## config.mk

```make
export PLATFORM = sky130hd
export DESIGN_NAME = stream_reorder
export DESIGN_NICKNAME = d
export VERILOG_FILES = /design/src/rtl/stream_reorder.sv
export SDC_FILE = /design/constraint.sdc
export NUM_CORES = 1
export LEC_CHECK = 0
export BUFFER_PORTS_ARGS = -buffer_cell sky130_fd_sc_hd__buf_2
export CORE_ASPECT_RATIO = 0.7
export CORE_UTILIZATION = 35
export CTS_CLUSTER_SIZE = 10
export DETAILED_ROUTE_END_ITERATION = 10
export GPL_TIMING_DRIVEN = 0
export SLEW_MARGIN = 20
export SYNTH_ARGS = -nofsm -noshare
export SYNTH_HDL_FRONTEND = slang
export SYNTH_SLANG_ARGS = --single-unit
```

## constraint.sdc

```tcl
create_clock -name clk -period 3 [get_ports clk]
set_clock_uncertainty 0.15 [all_clocks]
set_input_delay 0.15 -clock clk [delete_from_list [all_inputs] [get_ports clk]]
set_output_delay 0.15 -clock clk [all_outputs]
set_load 0.005 [all_outputs]
```

## src/rtl/stream_reorder.sv

```systemverilog
// stream_reorder: two-stage valid/ready pipeline that applies a left-stream
// (<<) slice reorder to each word. Right-stream words and words with an
// illegal slice size pass through unchanged; an illegal slice size is flagged
// on out_err.
module stream_reorder #(
    parameter int WIDTH     = 32,
    parameter int MAX_SLICE = 8,
    parameter int SLICE_W   = $clog2(MAX_SLICE + 1)
) (
    input  logic               clk,
    input  logic               rst,
    input  logic               in_valid,
    output logic               in_ready,
    input  logic [WIDTH-1:0]   in_data,
    input  logic               in_dir,
    input  logic [SLICE_W-1:0] in_slice,
    output logic               out_valid,
    input  logic               out_ready,
    output logic [WIDTH-1:0]   out_data,
    output logic               out_err,
    output logic [15:0]        out_count
);

    // Stage 1 registers (captured input fields)
    logic               r_vld_p1;
    logic [WIDTH-1:0]   r_data_p1;
    logic               r_dir_p1;
    logic [SLICE_W-1:0] r_slice_p1;

    // Stage 2 registers (computed result)
    logic               r_vld_p2;
    logic [WIDTH-1:0]   r_data_p2;
    logic               r_err_p2;
    logic [15:0]        r_count;

    logic w_adv_p1;
    logic w_adv_p2;
    logic w_in_fire;
    logic w_out_fire;

    // Each candidate slice size gets a fixed bit permutation; the live slice
    // size selects one of them, so any size 1..MAX_SLICE is supported.
    logic [MAX_SLICE-1:0][WIDTH-1:0] w_perm;
    logic [MAX_SLICE-1:0]            w_hit;
    logic [WIDTH-1:0]                w_reord;
    logic                            w_legal;
    logic [WIDTH-1:0]                w_res;
    logic                            w_err;

    // A stage may load when it is empty or its occupant leaves this cycle.
    assign w_adv_p2   = !r_vld_p2 || out_ready;
    assign w_adv_p1   = !r_vld_p1 || w_adv_p2;
    assign in_ready   = !rst && w_adv_p1;
    assign w_in_fire  = in_valid && in_ready;
    assign w_out_fire = r_vld_p2 && out_ready;

    assign out_valid = r_vld_p2;
    assign out_data  = r_data_p2;
    assign out_err   = r_err_p2;
    assign out_count = r_count;

    // Block k (bits k*s upward) lands directly below block k-1, starting at
    // the MSB. Full blocks occupy [W-(k+1)*s +: s]; the short tail block, if
    // any, fills the bottom bits. Sizes >= WIDTH reduce to the identity.
    for (genvar gs = 1; gs <= MAX_SLICE; gs++) begin : g_slice
        for (genvar gi = 0; gi < WIDTH; gi++) begin : g_bit
            localparam int K   = gi / gs;
            localparam int O   = gi % gs;
            localparam int DST = ((K + 1) * gs <= WIDTH) ? (WIDTH - (K + 1) * gs + O) : O;
            assign w_perm[gs-1][DST] = r_data_p1[gi];
        end
        assign w_hit[gs-1] = (r_slice_p1 == SLICE_W'(gs));
    end

    assign w_legal = (r_slice_p1 != '0) && (r_slice_p1 <= SLICE_W'(MAX_SLICE));

    // One-hot select of the permutation matching the captured slice size.
    always_comb begin
        w_reord = '0;
        for (int s = 0; s < MAX_SLICE; s++) begin
            w_reord = w_reord | (w_perm[s] & {WIDTH{w_hit[s]}});
        end
    end

    // Choose between reordered and pass-through data, and flag illegal sizes.
    always_comb begin
        w_res = r_data_p1;
        w_err = !w_legal;
        if (w_legal && r_dir_p1) begin
            w_res = w_reord;
        end
    end

    // Stage 1 data capture; only meaningful while r_vld_p1 is set.
    always_ff @(posedge clk) begin
        if (w_in_fire) begin
            r_data_p1  <= in_data;
            r_dir_p1   <= in_dir;
            r_slice_p1 <= in_slice;
        end
    end

    // Pipeline control, stage 2 result and output transfer counter.
    always_ff @(posedge clk or posedge rst) begin
        if (rst) begin
            r_vld_p1  <= 1'b0;
            r_vld_p2  <= 1'b0;
            r_data_p2 <= '0;
            r_err_p2  <= 1'b0;
            r_count   <= 16'd0;
        end else begin
            if (w_adv_p1) begin
                r_vld_p1 <= in_valid;
            end
            if (w_adv_p2) begin
                r_vld_p2 <= r_vld_p1;
                if (r_vld_p1) begin
                    r_data_p2 <= w_res;
                    r_err_p2  <= w_err;
                end
            end
            if (w_out_fire) begin
                r_count <= r_count + 16'd1;
            end
        end
    end

endmodule

```

# ---- After elaboration in Yosys (flattened, before gate mapping)
# Cells that the tools add are included.
dict set report totals {
  mem_count 0
  latchBits 0
  ramBits 0
  reg_bits 88
  rom_bits 0
  in_bits 41
}
dict set report classes {
  n_eq_ne 8
  bitwise_logic 15
  add_sub_neg 1
  muxes 1
  n_reduce_logical 13
  div 0
  n_shift 0
  n_lt_le_gt_ge 1
  n_mul 0
}
# op count
set op_table {}
lappend op_table {{$and A32 B32 Y32} 8}
lappend op_table {{$or A32 B32 Y32} 7}
lappend op_table {{$mux W32} 1}
lappend op_table {{$add A16 B1 Y16 const B} 1}
lappend op_table {{$eq A4 B3 Y1 const B} 4}
lappend op_table {{$eq A4 B2 Y1 const B} 2}
lappend op_table {{$logic_and A1 B1 Y1} 5}
lappend op_table {{$eq A4 B1 Y1 const B} 1}
lappend op_table {{$eq A4 B4 Y1 const B} 1}
lappend op_table {{$le A4 B4 Y1 const B} 1}
lappend op_table {{$logic_not A1 Y1} 4}
lappend op_table {{$reduce_bool A4 Y1} 1}
lappend op_table {{$logic_or A1 B1 Y1} 2}
lappend op_table {{$reduce_and A2 Y1} 1}

# ---- Depth between registers and ports, before layout
# Gate-level depths: netlist of the first run.
dict set report logic_depth {
  word_depth 10
  mapped_depth 8
  ltp_nobuf 5
}

# ---- Worst setup path before layout of the first run
# OpenSTA, ideal clock, no wires.
dict set report synth_timing {
  path_kind {register to register}
  startpoint {register r_vld_p2, in the netlist out_valid}
  endpoint {register r_data_p1[0] (enable)}
  period_less_slack_ps 2237
  path_buffers 0
  arrival_time_ps 1689
  path_slack_ps 763
  path_stages_with_launch 4
  setup_ps 398
  cell_sequence {dfrtp_1 -> nor2b_1 -> a21oi_1 -> and2_1}
}
dict set report synth_via {
  elab_chain_len 5
}
# item line_no
set synth_rtl {}
lappend synth_rtl {{start: declaration} 31} ;# logic r_vld_p2;
lappend synth_rtl {{start signal: assignment} 116} ;# r_vld_p2 <= r_vld_p1;
lappend synth_rtl {{$logic_not A1 Y1} 51} ;# assign w_adv_p2 = !r_vld_p2 || out_ready;
lappend synth_rtl {{$logic_or A1 B1 Y1} 51}
lappend synth_rtl {{$logic_or A1 B1 Y1} 52} ;# assign w_adv_p1 = !r_vld_p1 || w_adv_p2;
lappend synth_rtl {{$logic_and A1 B1 Y1} 53} ;# assign in_ready = !rst && w_adv_p1;
lappend synth_rtl {{via in_ready} 13} ;# output logic in_ready,
lappend synth_rtl {{$logic_and A1 B1 Y1} 54} ;# assign w_in_fire = in_valid && in_ready;
lappend synth_rtl {{via w_in_fire} 38} ;# logic w_in_fire;
lappend synth_rtl {{end signal: assignment} 97} ;# r_data_p1 <= in_data;
lappend synth_rtl {{end: declaration} 26} ;# logic [WIDTH-1:0] r_data_p1;
# The timed path passes the listed nets, and every way through them passes these cells.
# A chain may end at the register's enable or synchronous reset.

# ---- Worst setup path after layout of the first run
dict set report layout_timing {
  startpoint {register r_slice_p1[0]}
  endpoint {register r_data_p2[6], in the netlist out_data[6]}
}
dict set report layout_via {
  elab_chain_len 10
}
# item line_no
set layout_rtl {}
lappend layout_rtl {{start: declaration} 28} ;# logic [SLICE_W-1:0] r_slice_p1;
lappend layout_rtl {{start signal: assignment} 99} ;# r_slice_p1 <= in_slice;
lappend layout_rtl {{$eq A4 B1 Y1 / $eq A4 B2 Y1 (equally long branches)} 72} ;# assign w_hit[gs-1] = (r_slice_p1 == SLICE_W'(gs));
lappend layout_rtl {{$and A32 B32 Y32} 81} ;# w_reord = w_reord | (w_perm[s] & {WIDTH{w_hit[s]}});
lappend layout_rtl {{$or A32 B32 Y32 (7 in series)} 81}
lappend layout_rtl {{$mux W32 *} 89} ;# if (w_legal && r_dir_p1) begin
lappend layout_rtl {{end signal: assignment} 118} ;# r_data_p2 <= w_res;
lappend layout_rtl {{end: declaration} 32} ;# logic [WIDTH-1:0] r_data_p2;
# Every way passes the cells marked *; elsewhere a longest branch is shown, timed or not.

==> impl_metrics.tcl, run 1 <==
set metrics [dict create \
    outcome "completed" \
    ys_ff_latch 88 \
    synth_ff_type "dfrtp_1" \
    min_period_ns 2.89 \
    clock_power_share_pct 34.5 \
    leakagePower_nw 2.77 \
    htree_levels 3 \
    cts_tree "done" \
    relSlewSlack_pct 42.4 \
    p_int_w 0.00237 \
    cts_root_buffer "clkbuf_16" \
    critPathLaunch "r_slice_p1[0]" \
    antenna_cells 0 \
    pwr-share-comb_pct 20.6 \
    start_util_pct 35.9 \
    antenna_left 0 \
    hold_ws_ns 0.00419 \
    grt_pass1_vias 5425 \
    critPathMaxFanout 10 \
    clock-sinks 88 \
    fp.dieArea_mm2 0.0155 \
    fin_nets 749 \
    cp_top_family "compound AO/OA/AOI/OAI gates" \
    end_kind "flip-flop" \
    regToRegSetupSlack_ns 0.11 \
    seq_power_share_pct 44.9 \
    cp_slowest_cell "a2111oi_1" \
    finalHoldViolCount 0 \
    grt-ovfl-total 0 \
    netlist_area_mm2 0.00526 \
    timing.setup.tns_ns 0 \
    drt_iter0_markers 760 \
    reg2reg_to "out_data[6]" \
    ir_drop_v 0.000272 \
    min-delay-start "out_ready" \
    report.final.slew_viol_count 0 \
    fin_crit_sh_pct 96.2 \
    switchingPower_w 0.00107 \
    globalRoute.busiestLayer "met1" \
    areaGrowthSynthToFinish_pct 27.6 \
    drive_above_1_share_pct 21.2 \
    met3_usage_pct 9.34 \
    timing.rr.start "r_slice_p1[0]" \
    synth_cells 564 \
    dp_hpwl_um 16200 \
    cp_num_buf_inv 2 \
    drcViolationCount 0 \
    critPathMaxStageDelay_ns 0.72 \
    grt_pass1_wl_um 34200 \
    avgSynthCellArea_um2 9.33 \
    synth_common_cells "o21ai_0 (67), nand2_1 (59), dfrtp_1 (51)" \
    clk_path_buf_depth 2 \
    routedWlPerCell_um 25.3 \
    yosys.area.top_type "dfrtp_1" \
    syn_nets 606 \
    critPathLaunchType "flip-flop" \
    synth_area_leaders "dfrtp_1 (24%), edfxtp_1 (21%), o21ai_0 (6.4%)" \
    cts_setup_buffers 0 \
    fmax_mhz 346 \
    grt_max_degree 30 \
    async_flop_share_pct 58.0 \
    vias 5515 \
    critPathArrivalTime_ns 2.92 \
    setup_viol 0 \
    cts_buffers 9 \
    io_pins 92 \
    min-delay-path-class "primary input to flip-flop" \
    met2_usage_pct 41.8 \
    yosysWarningCount 0 \
    maxCapViolations 0 \
    gp_congestion 0.988 \
    r2r_cells 7 \
    crit_cells 7 \
    dr.pass1.iters 7 \
    wl_um 22900 \
    synth_top_area_share_pct 24.3 \
    antenna_found_initial 0 \
    worstMarginPinSlew_ns 0.861 \
    die_w_um 149 \
    power_w 0.00344 \
    port_buffers 91 \
    path_cells "buf_2 -> buf_2 -> nor2_1 -> a21oi_1 -> o22ai_1 -> a2111oi_1 -> o21ai_0" \
    grt_use_total_pct 30.4 \
    post_drt_via_cell_ratio 6.08 \
    rows 37 \
    yosysMostFrequentCell "o21ai_0" \
    ys_seq_area_share_pct 45.4 \
    worst_path_most_repeated_cell "buf_2" \
    fp.dieH_um 105 \
    critPathKind "flip-flop to flip-flop" \
    grt_util_met1_pct 44.1 \
    insertion_delay_ns 0.36 \
    rsz0062_at_grt "false" \
    cp-endpoint "out_data[6]" \
    core_area_mm2 0.0147 \
    switching_share_pct 31.2 \
    synth_cell_types 59 \
    power_density_mw_per_mm2 513 \
    path_clk_slew_ns 0.07 \
    crit_required_ns 3.04 \
    synth-edff-count 37 \
]
-- worst reg2reg max path: stages, from the launching register on --
cell,delay [ns]
edfxtp_1,0.43
buf_2,0.31
buf_2,0.32
nor2_1,0.13
a21oi_1,0.27
o22ai_1,0.14
a2111oi_1,0.72
o21ai_0,0.25
-- per-layer routing --
layer,up-vias,part of all wire [%]
met5,-,0.27
met4,2,2.6
met3,55,12
met2,404,40
met1,2639,45
li1,2415,-
-- power by group through the flow --
stage / Sequential [W] / Combinational [W] / Clock [W]
finish: 0.00155 / 0.000709 / 0.00119
global route: 0.00157 / 0.000769 / 0.00127
CTS: 0.00154 / 0.000697 / 0.00120
detailed placement: 0.00157 / 0.000656 / 0
global placement: 0.00156 / 0.000643 / 0
floorplan: 0.00155 / 0.000341 / 0
-- worst min-delay path by stage --
| stage | endpoint | slack [ns] | cells after the start |
|---|---|---|---|
| 2_1_floorplan | r_vld_p1 | 0.09 | 1 |
| 3_3_place_gp | r_data_p1[26] | 0.18 | 1 |
| 3_5_place_dp | r_vld_p1 | 0.14 | 2 |
| 4_1_cts | out_valid | 0.001 | 3 |
| 5_1_grt | out_count[0] | 0.03 | 3 |
| 6_report | out_valid | 0.004 | 3 |
-- through the flow --
step	instance area, µm²	util [%]	cells	setup slack [ns]
2_1_floorplan	5260	-	564	0.763
3_3_place_gp	5960	40.6	850	0.113
3_5_place_dp	6020	41.0	852	0.143
4_1_cts	6710	45.7	907	0.125
5_1_grt	6710	45.7	907	0.00383
6_report	6710	45.7	907	0.113
-- layout make-up --
class,count,area (µm²)
Timing Repair Buffer,132,893
Clock inverter,7,77.6
Sequential cell,88,2390
Fill cell,1439,7960
Buffer,53,243
Inverter,10,37.5
Multi-Input combinational cell,413,2610
Clock buffer,9,225
Tap cell,195,244
-- layout by cell type (no fill, tap or decap), types with 3 or more instances in the layout --
cell,n
a211oi_1,12
a32oi_1,10
nor3_1,14
inv_1,8
a22oi_1,13
a222oi_1,4
xnor2_1,12
nand2b_1,7
nand4_1,3
clkbuf_1,25
nand2_1,59
a21oi_1,26
a221oi_1,3
and3_1,7
dfrtp_1,51
dlygate4sd3_1,39
nor2_1,17
o31ai_1,3
xor2_1,3
edfxtp_1,37
clkbuf_16,9
a22o_1,3
and2_1,3
and3b_1,5
a21o_1,6
a31oi_1,9
buf_2,114
nand3_1,21
inv_6,3
o21ai_0,67
o22ai_1,23
mux2i_1,20
buf_1,3
mux2_2,11
a21boi_0,4
nor2b_1,15
-- logic make-up after synthesis --
kind of cell,Yosys count,share of synthesized area (%)
DFF,88,45.4
AOI/OAI and AO/OA,204,24.9
and+or+nand+nor,162,15.5
muxes,31,6.16
xor gates and xnor gates,15,2.50
adders and majority gates,1,0.238
buffers and inverters,63,5.33
-- timing repair --
action                                  CTS  global route
resized for setup                         0             2
hold buffers                             39             0
endpoints found under the hold margin    66             0
endpoints found under the setup margin    0             2
-- sequential cells by signal, indices dropped and copies added (netlist names) --
register and count:
out_count 16, r_slice_p1 4, out_valid 1, out_data 32, r_data_p1 32, r_vld_p1 1, r_dir_p1 1, out_err 1
Note: power is estimated with default switching activity, not from simulation.
==> run 2, diff against run 1 <==
--- a/config.mk
+++ b/config.mk
@@ -11,6 +11,7 @@
 export CTS_CLUSTER_SIZE = 10
 export DETAILED_ROUTE_END_ITERATION = 10
 export GPL_TIMING_DRIVEN = 0
+export PLACE_DENSITY = 0.62
 export SLEW_MARGIN = 20
 export SYNTH_ARGS = -nofsm -noshare
 export SYNTH_HDL_FRONTEND = slang
==> run 2 against run 1 <==
Compared with the run above: cell area is 0.41% lower; core utilization fell by 0.19 points; final cell count up 0.11%; clock power down 8%; non-clock buffer count unchanged; setup slack got worse by 0.039 ns; critical path depth is the same; die area is the same; worst hold slack gained 0.0020 ns; combinational power is 2% lower; wire length down 1.2%; register-to-register slack lost 0.04 ns; critical path type unchanged; critical endpoint is now out_data[30]; highest routed layer is now met4.
==> impl_metrics.tcl, run 2 (synthesized netlist as in run 1, its figures left out) <==
set metrics [dict create \
    wl_um 22700 \
    fin_nets 749 \
    num-fill-cells 1427 \
    core_area_mm2 0.0147 \
    fp.dieArea_mm2 0.0155 \
    setup_viol 0 \
    min-delay-start "out_ready" \
    maxCapViolations 0 \
    critPathMaxFanout 10 \
    hold_ws_ns 0.00618 \
    power_density_mw_per_mm2 499 \
    drive_above_1_share_pct 21.2 \
    clock-sinks 88 \
    routedWlPerCell_um 25.0 \
    clk_path_buf_depth 2 \
    whs_endpoint "out_valid" \
    start_util_pct 35.9 \
    design_area_mm2 0.00669 \
    areaGrowthSynthToFinish_pct 27.1 \
    grt_pass1_wl_um 33900 \
    cts_tree "done" \
    top_layer_used "met4" \
    drcViolationCount 0 \
    critPathLaunchType "flip-flop" \
    dr.pass1.iters 8 \
    final_cell_mix "buf_2 (114), o21ai_0 (67), nand2_1 (59)" \
    port_buffers 91 \
    rsz0062_at_grt "false" \
    cts_buffers 9 \
    dpl_worst_slack_ns 0.0808 \
    min_period_ns 2.93 \
    crit_required_ns 3.04 \
    vias 5644 \
    die_w_um 149 \
    hold_depth 3 \
    antenna_left 0 \
    htree_levels 3 \
    antenna_found_initial 1 \
    place_area_mm2 0.00601 \
    setup_slack_ns 0.0745 \
    outcome "completed" \
    grt_pass1_vias 5565 \
    relSlewSlack_pct 37.6 \
    dp_hpwl_um 15900 \
    timing.rr.start "r_slice_p1[3]" \
    drt_iter0_markers 811 \
    insertion_delay_ns 0.36 \
    regToRegSetupSlack_ns 0.07 \
    fin_crit_sh_pct 97.5 \
    worstMarginPinSlew_ns 0.934 \
    fmax_mhz 342 \
    m1WireLength_um 9560 \
    layout_commonest_cell "buf_2" \
    post_drt_via_cell_ratio 6.22 \
    reg2reg_to "out_data[30]" \
    grt_max_degree 30 \
    critPathKind "flip-flop to flip-flop" \
    cts_root_buffer "clkbuf_16" \
    gp_congestion 1.01 \
    fp.dieH_um 105 \
    critPathArrivalTime_ns 2.97 \
    timing.setup.tns_ns 0 \
    leakagePower_nw 2.75 \
    report.final.slew_viol_count 0 \
    end_kind "flip-flop" \
    wl_met2_um 9290 \
    path_clk_slew_ns 0.07 \
    rows 37 \
    ir_drop_v 0.000244 \
    grt_use_total_pct 29.8 \
    io_pins 92 \
    min-delay-path-class "primary input to flip-flop" \
    r2r_cells 7 \
    finalHoldViolCount 0 \
    grt-ovfl-total 0 \
    met3_length_um 3290 \
]
[run 2: worst max path at each step]
stage | start | end | slack [ns] | cells after the start
final | r_slice_p1[3] | out_data[30] | 0.07 | 7
after global routing | r_slice_p1[3] | out_data[30] | 0.03 | 7
after CTS | r_slice_p1[3] | out_data[30] | 0.06 | 7
after detailed placement | r_slice_p1[3] | out_data[30] | 0.08 | 7
after global placement | r_slice_p1[3] | out_data[30] | 0.13 | 7
after floorplan | out_valid | r_data_p1[0] | 0.76 | 3
[run 2: power by group]
group	internal [W]	switching (W)	leakage, nW	total [W]
clock	0.000572	0.000521	0.138	0.00109
combinational	0.000308	0.000391	1.64	0.000698
sequential	0.00140	0.000144	0.972	0.00155
total	0.00228	0.00106	2.75	0.00334
[run 2: stage by stage]
step / utilization (%) / power, W / std cells
after global placement: 40.6 / 0.00220 / 850
final: 45.6 / 0.00334 / 908
after global routing: 45.5 / 0.00349 / 907
after detailed placement: 41.0 / 0.00222 / 852
after CTS: 45.5 / 0.00334 / 907
after floorplan: - / 0.00189 / 564
[run 2: worst max-delay path: stages (launching register included)]
cell and delay [ns]:
edfxtp_1 0.41, buf_2 0.26, buf_2 0.33, inv_1 0.26, nand2_1 0.16, o22ai_1 0.12
a2111oi_1 0.86, o21ai_0 0.21
[run 2: area by class of cell]
class,count,area [µm²],share of cell area (%)
multi-input combinational,413,2610,39.0
sequential,88,2390,35.7
timing repair buffer,132,886,13.2
tap,195,244,3.65
buffer,53,243,3.63
clock buffer,9,225,3.37
clock inverter,7,55.1,0.823
inverter,10,37.5,0.561
antenna,1,2.50,0.0374
[run 2: what timing repair did]
| action | in CTS | in global routing |
|---|---|---|
| hold endpoints to repair | 60 | 0 |
| resized for setup | 0 | 1 |
| setup endpoints to repair | 0 | 1 |
| hold buffers | 39 | 0 |
| buffers inserted | 0 | 0 |
[run 2: per-layer routing]
metal,vias up,track usage [%]
met4,0,10.7
li1,2413,-
met5,-,0
met2,461,41.9
met3,67,9.91
met1,2703,42.2
